File: config.mk
export PLATFORM = sky130hd
export DESIGN_NAME = rx_detect_seq
export DESIGN_NICKNAME = d
export VERILOG_FILES = /design/src/rtl/ltssm_pkg.sv /design/src/rtl/rxdet_counter.sv /design/src/rtl/rx_detect_seq.sv
export SDC_FILE = /design/constraint.sdc
export NUM_CORES = 1
export LEC_CHECK = 0
export CORE_AREA = 5 5 47 49
export DETAILED_ROUTE_END_ITERATION = 16
export DIE_AREA = 0 0 52 54
export DONT_BUFFER_PORTS = 1
export PLACE_DENSITY = 0.61
export SYNTH_ARGS = -nofsm -noshare
export SYNTH_HDL_FRONTEND = slang
export SYNTH_SLANG_ARGS = --single-unit
File: constraint.sdc
create_clock -name clk_i -period 1.3 [get_ports clk_i]
set_input_delay 0.26 -clock clk_i [delete_from_list [all_inputs] [get_ports clk_i]]
set_output_delay 0.26 -clock clk_i [all_outputs]
set_load 0.01 [all_outputs]
File: src/rtl/ltssm_pkg.sv
// ltssm_pkg: shared LTSSM types and default timing constants.
// Provides the receiver-detection sequencer state enum (rxdet_sm_e), the
// default timeout / retry-wait cycle counts, and a helper that sizes the
// sequencer counters from the larger of the two cycle parameters.
package ltssm_pkg;

    typedef enum logic [2:0] {
        RXDET_IDLE,
        RXDET_REQ,
        RXDET_WAIT,
        RXDET_EVAL,
        RXDET_RETRY,
        RXDET_REPORT,
        RXDET_HOLD
    } rxdet_sm_e;

    localparam int RXDET_TIMEOUT_DEF    = 32;
    localparam int RXDET_RETRY_WAIT_DEF = 64;

    function automatic int rxdet_cnt_width(input int a, input int b);
        return $clog2(a > b ? a : b) + 1;
    endfunction

endpackage

File: src/rtl/rxdet_counter.sv
// rxdet_counter: synchronous clear/enable up-counter with terminal-count flag.
// Ports:
//   clk_i  - clock, rising edge
//   rst_i  - synchronous active-high reset
//   clr_i  - synchronous clear to zero
//   en_i   - count enable
//   tc_o   - high while the count equals LIMIT-1 (decoded from the register)
// The count saturates at all-ones and never wraps.
module rxdet_counter #(
    parameter int WIDTH = 7,
    parameter int LIMIT = 32
) (
    input  logic clk_i,
    input  logic rst_i,
    input  logic clr_i,
    input  logic en_i,
    output logic tc_o
);

    localparam logic [WIDTH-1:0] TC_VAL = WIDTH'(LIMIT - 1);

    logic [WIDTH-1:0] r_cnt;

    always_ff @(posedge clk_i) begin
        if (rst_i || clr_i)
            r_cnt <= '0;
        else if (en_i && r_cnt != '1)
            r_cnt <= r_cnt + 1'b1;
    end

    assign tc_o = r_cnt == TC_VAL;

endmodule

File: src/rtl/rx_detect_seq.sv
// rx_detect_seq: receiver-detection sequencer for the LTSSM Detect substate.
// Starts on Detect.Active, issues a one-cycle PHY receiver-detect request,
// collects the per-lane presence vector (or times out), optionally retries a
// partial result once, and reports a single lane-detect pulse plus the final
// detected-lane mask.
// Ports:
//   clk_i               - clock, rising edge
//   rst_i               - synchronous active-high reset
//   detect_active_i     - Detect.Active from the Detect controller
//   phy_rxdet_req_o     - one-cycle receiver-detect request to the PHY
//   phy_rxdet_done_i    - PHY detection complete, present vector valid
//   phy_rxdet_present_i - per-lane receiver present
//   lane_detect_o       - one-cycle pulse: at least one receiver confirmed
//   lanes_detected_o    - final detected-lane mask
//   busy_o              - sequence in progress
// Build option: define RX_DETECT_RETRY_EN to retry a partial first-attempt
// result after RETRY_WAIT_CYCLES; otherwise any nonzero first mask reports.
module rx_detect_seq
    import ltssm_pkg::*;
#(
    parameter int NUM_LANES         = 4,
    parameter int TIMEOUT_CYCLES    = RXDET_TIMEOUT_DEF,
    parameter int RETRY_WAIT_CYCLES = RXDET_RETRY_WAIT_DEF
) (
    input  logic                 clk_i,
    input  logic                 rst_i,
    input  logic                 detect_active_i,
    output logic                 phy_rxdet_req_o,
    input  logic                 phy_rxdet_done_i,
    input  logic [NUM_LANES-1:0] phy_rxdet_present_i,
    output logic                 lane_detect_o,
    output logic [NUM_LANES-1:0] lanes_detected_o,
    output logic                 busy_o
);

    localparam int CW = rxdet_cnt_width(TIMEOUT_CYCLES, RETRY_WAIT_CYCLES);

    rxdet_sm_e            r_state;
    rxdet_sm_e            w_next;
    rxdet_sm_e            w_eval_next;
    logic [NUM_LANES-1:0] r_mask;
    logic                 w_abort;
    logic                 w_to_tc;

    assign w_abort = !detect_active_i && r_state != RXDET_IDLE && r_state != RXDET_HOLD;

    rxdet_counter #(
        .WIDTH (CW),
        .LIMIT (TIMEOUT_CYCLES)
    ) u_timeout_cnt (
        .clk_i (clk_i),
        .rst_i (rst_i),
        .clr_i (r_state != RXDET_WAIT),
        .en_i  (r_state == RXDET_WAIT),
        .tc_o  (w_to_tc)
    );

`ifdef RX_DETECT_RETRY_EN
    logic w_rt_tc;
    logic r_tried;
    logic r_second;

    rxdet_counter #(
        .WIDTH (CW),
        .LIMIT (RETRY_WAIT_CYCLES)
    ) u_retry_cnt (
        .clk_i (clk_i),
        .rst_i (rst_i),
        .clr_i (r_state != RXDET_RETRY),
        .en_i  (r_state == RXDET_RETRY),
        .tc_o  (w_rt_tc)
    );

    // r_tried marks that one request has already gone out; r_second latches
    // it on the next request so EVAL knows the current mask is final.
    always_ff @(posedge clk_i) begin
        if (rst_i || r_state == RXDET_IDLE) begin
            r_tried  <= 1'b0;
            r_second <= 1'b0;
        end else if (r_state == RXDET_REQ) begin
            r_tried  <= 1'b1;
            r_second <= r_tried;
        end
    end

    assign w_eval_next = (r_mask == '0) ? RXDET_HOLD :
                         (r_second || r_mask == '1) ? RXDET_REPORT : RXDET_RETRY;
`else
    assign w_eval_next = (r_mask == '0) ? RXDET_HOLD : RXDET_REPORT;
`endif

    always_comb begin
        w_next = r_state;
        case (r_state)
            RXDET_IDLE:   w_next = detect_active_i ? RXDET_REQ : RXDET_IDLE;
            RXDET_REQ:    w_next = RXDET_WAIT;
            RXDET_WAIT:   w_next = (phy_rxdet_done_i || w_to_tc) ? RXDET_EVAL : RXDET_WAIT;
            RXDET_EVAL:   w_next = w_eval_next;
`ifdef RX_DETECT_RETRY_EN
            RXDET_RETRY:  w_next = w_rt_tc ? RXDET_REQ : RXDET_RETRY;
`endif
            RXDET_REPORT: w_next = RXDET_HOLD;
            RXDET_HOLD:   w_next = detect_active_i ? RXDET_HOLD : RXDET_IDLE;
            default:      w_next = RXDET_IDLE;
        endcase
        if (w_abort)
            w_next = RXDET_IDLE;
    end

    // Done takes precedence over the timeout in the same WAIT cycle; abort
    // takes precedence over both.
    always_ff @(posedge clk_i) begin
        if (rst_i) begin
            r_state <= RXDET_IDLE;
            r_mask  <= '0;
        end else begin
            r_state <= w_next;
            if (w_abort || (r_state == RXDET_HOLD && !detect_active_i))
                r_mask <= '0;
            else if (r_state == RXDET_WAIT && phy_rxdet_done_i)
                r_mask <= phy_rxdet_present_i;
            else if (r_state == RXDET_WAIT && w_to_tc)
                r_mask <= '0;
        end
    end

    assign phy_rxdet_req_o  = r_state == RXDET_REQ;
    assign lane_detect_o    = r_state == RXDET_REPORT;
    assign busy_o           = r_state != RXDET_IDLE && r_state != RXDET_HOLD;
    assign lanes_detected_o = r_mask;

endmodule

==> run summary <==
=====================================================================================
Result of the run                                                        finished, violations left
Number of clock sinks                                                              14
Failing checks                                                           negative setup slack
Number of distinct library cells after synthesis                                   29
Post-route design area                                                        948 µm²
Clock-pin slew of the registers on the worst-case setup and hold paths          90 ps
Clock tree from TritonCTS                                                       built
Lkg Pwr                                                                      0.318 nW
Critical path launch point type                                             flip-flop
WHS Path Cells                                                                      1
Final nets                                                                        106
VDD IR-drop max                                                              0.866 mV
Measured slew at the worst slew-check pin                                      310 ps
Boundary Pins                                                                      15
Via count of the first global-routing pass                                        571
Top library cells by usage in the layout, fill and taps aside            buf_4 (11), nor2_1 (9), dfxtp_1 (8)
Fillers                                                                           175
Dominant combinational cell family by area after synthesis               simple AND/OR/NAND/NOR gates
Instance count of the mapped netlist                                               83
Endpoint type of the worst setup path                                       flip-flop
Number of synthesized register bits                                                14
Post-DR wirelength/cell                                                       13.4 µm
Critical setup path kind                                                 flip-flop to flip-flop
Die X-Extent                                                                    52 µm
Net Count, Synth                                                                   92
Half-perimeter wire length after placement                                    1070 µm
Sequential cell area                                                          295 µm²
Synth top area share                                                            40.2%
Antenna violation net count after detailed routing                                  0
Die Footprint                                                                2810 µm²
Die H                                                                           54 µm
Biggest area contributors in the synthesized netlist                     dfxtp_1 (40%), nor2_1 (7.0%), a21oi_1 (5.0%)
Mapped cell area                                                              697 µm²
Worst skew pair latency                                                        280 ps
Setup Skew                                                                    8.47 ps
Power density relative to cell area                                        883 nW/µm²
Post-Synth XOR/XNOR Area                                                        7.54%
Most common cell after layout, fill and taps aside                              buf_4
Avg Cell Area, Syn                                                           8.40 µm²
# setup viols final                                                                 2
Fraction of the mapped netlist area in simple logic gates                       28.5%
RePlAce Congestion                                                              0.811
Yosys warning total                                                                 0
Post-synthesis sequential area ratio                                            40.2%
Max-cap check violation count                                                       0
Count of placed standard cells including taps                                     116
Path category of the worst min-delay check                               input pin to flip-flop
Post-route DRC                                                                      0
H-tree levels                                                                       1
Total power consumption of the routed design                                   837 µW
ANT cells                                                                           0
Max-slew violation total from the final report                                      0
Post-layout utilization of the core                                             52.1%
Core Footprint                                                               1820 µm²
Hold Violations, Final                                                              0
First-pass GRT wire length                                                    2560 µm
Remaining global-route overflow                                                     0
Highest fanout seen on the critical path                                            4
Fraction of final layout cells with drive strength greater than 1               39.6%
Largest net degree at the start of global routing                                  11
Layout Cells excl Fill                                                            123
Setup repair after global routing missed its margin                               yes
Compound-Gate Fraction of Synth Area                                            18.7%
Reg2Reg Depth                                                                       6
Worst slew margin relative to its limit                                         78.8%
Fin crit share                                                                   103%
Via count normalized by instance count                                           5.18
Worst setup slack after layout                                               -35.8 ps
Starting utilization of the core area                                           38.3%
Clock Tree Root                                                              clkbuf_4
Total of buffers placed on input and output ports                                   0
Synth-to-layout area growth                                                     36.1%
Worst setup slack for register-to-register paths                               -40 ps
Number of iterations in the first detailed-routing pass                             3
Number of antenna violations at the first check in global routing                   0
Clock buffer depth                                                                  2
Number of hold-repair buffers added at the cts stage                                0
Total number of vias                                                              637
Wire length after detailed routing                                            1650 µm
Cell area after placement                                                     788 µm²
Peak Freq                                                                   0.749 GHz
Multiplexer share of the synthesized area                                          0%
All-layer global routing usage                                                  12.7%
FP Rows                                                                            16
Required @ worst endpoint                                                     1480 ps
Drt first-iter violations                                                          20
Cell taking the most area after synthesis                                     dfxtp_1
Area of combinational cells with multiple inputs                              482 µm²
CTS buffer count                                                                    3
Final period demand of the worst path                                         1340 ps
Adder-Cell Fraction of Synth Area                                               1.80%
Arrival time reported for the critical path endpoint                          1520 ps
=====================================================================================
## registers in the layout (all words and copies together), names as in the netlist
register / flops
u_timeout_cnt.r_cnt: 7
lanes_detected_o: 4
r_state: 3
## worst max-delay path, cell delays in order (launching register included)
cell and delay, ps:
dfxtp_2 370, ha_4 150, nand4_1 100, buf_4 190
o2111ai_2 210, xor2_1 160, nor2_1 50
## stage by stage
stage / setup slack [ps] / hold WS (ps) / setup TNS [ps]
floorplan: -5.22 / 334 / -5.22
global placement: -81.7 / 339 / -81.7
detailed placement: -62.7 / 339 / -93.8
CTS: -9.31 / 16.2 / -22.6
global route: -95.8 / 3.19 / -465
finish: -35.8 / 23.8 / -45.5
## Yosys cell counts
| cell type | count |
|---|---|
| o22a_1 | 1 |
| xor2_1 | 4 |
| inv_1 | 2 |
| o211ai_1 | 1 |
| a2111oi_0 | 1 |
| or4_1 | 1 |
| o21ai_1 | 5 |
| nand3b_1 | 1 |
| nor3b_4 | 1 |
| and3_1 | 1 |
| nand3_1 | 4 |
| o21bai_1 | 1 |
| o21ai_0 | 1 |
| nor4b_2 | 1 |
| and2_1 | 2 |
| nand4_1 | 1 |
| xnor2_1 | 2 |
| nor3_1 | 2 |
| a22oi_1 | 1 |
| and4_1 | 1 |
| a21oi_1 | 7 |
| dfxtp_1 | 14 |
| a211oi_1 | 1 |
| nor2_1 | 13 |
| nand2_1 | 5 |
| ha_1 | 1 |
| nand2b_1 | 3 |
| buf_2 | 3 |
| o2111ai_1 | 2 |
## cell type report
| class | count | area share [%] |
|---|---|---|
| multi-input cells | 64 | 50.8 |
| clock buffers | 4 | 3.83 |
| flip-flops and latches | 14 | 31.1 |
| repair buffers | 12 | 9.89 |
| well taps | 27 | 3.56 |
| inverters | 2 | 0.792 |
## logic make-up after synthesis
kind of cell | after synthesis
AO/OA/AOI/OAI | 21
XOR/XNOR | 6
adder cells (fa/ha/maj) | 1
buffers and inverters | 5
flip-flops | 14
AND/OR/NAND/NOR | 36
## repair_timing
action / 4_1_cts / 5_1_grt
gates resized for setup: 19 / 10
setup buffers: 3 / 1
setup endpoints to repair: 12 / 8
endpoints found under the hold margin: 0 / 0
pin swaps: 4 / 3
## per-layer routing
metal | GRT usage [%] | vias to the layer above | share of wire [%]
met4 | 3.93 | 0 | 0.48
li1 | - | 322 | -
met1 | 14.9 | 299 | 42
met5 | 0 | - | 0
met2 | 20.1 | 14 | 52
met3 | 6.65 | 2 | 5.7
## power by group
group          leakage, nW  total (mW)  switching [mW]  internal [mW]
registers            0.117       0.444          0.0126          0.431
clock network       0.0210       0.316           0.146          0.171
logic                0.180      0.0769          0.0383         0.0386
## worst paths after layout
kind,startpoint,end
worst max-delay path,u_timeout_cnt.r_cnt[1],u_timeout_cnt.r_cnt[5]
worst min register to register,u_timeout_cnt.r_cnt[1],u_timeout_cnt.r_cnt[1]
worst min-delay path,rst_i,r_state[1]
worst max register to register,u_timeout_cnt.r_cnt[1],u_timeout_cnt.r_cnt[5]
Power figures use the tool's default switching activity.
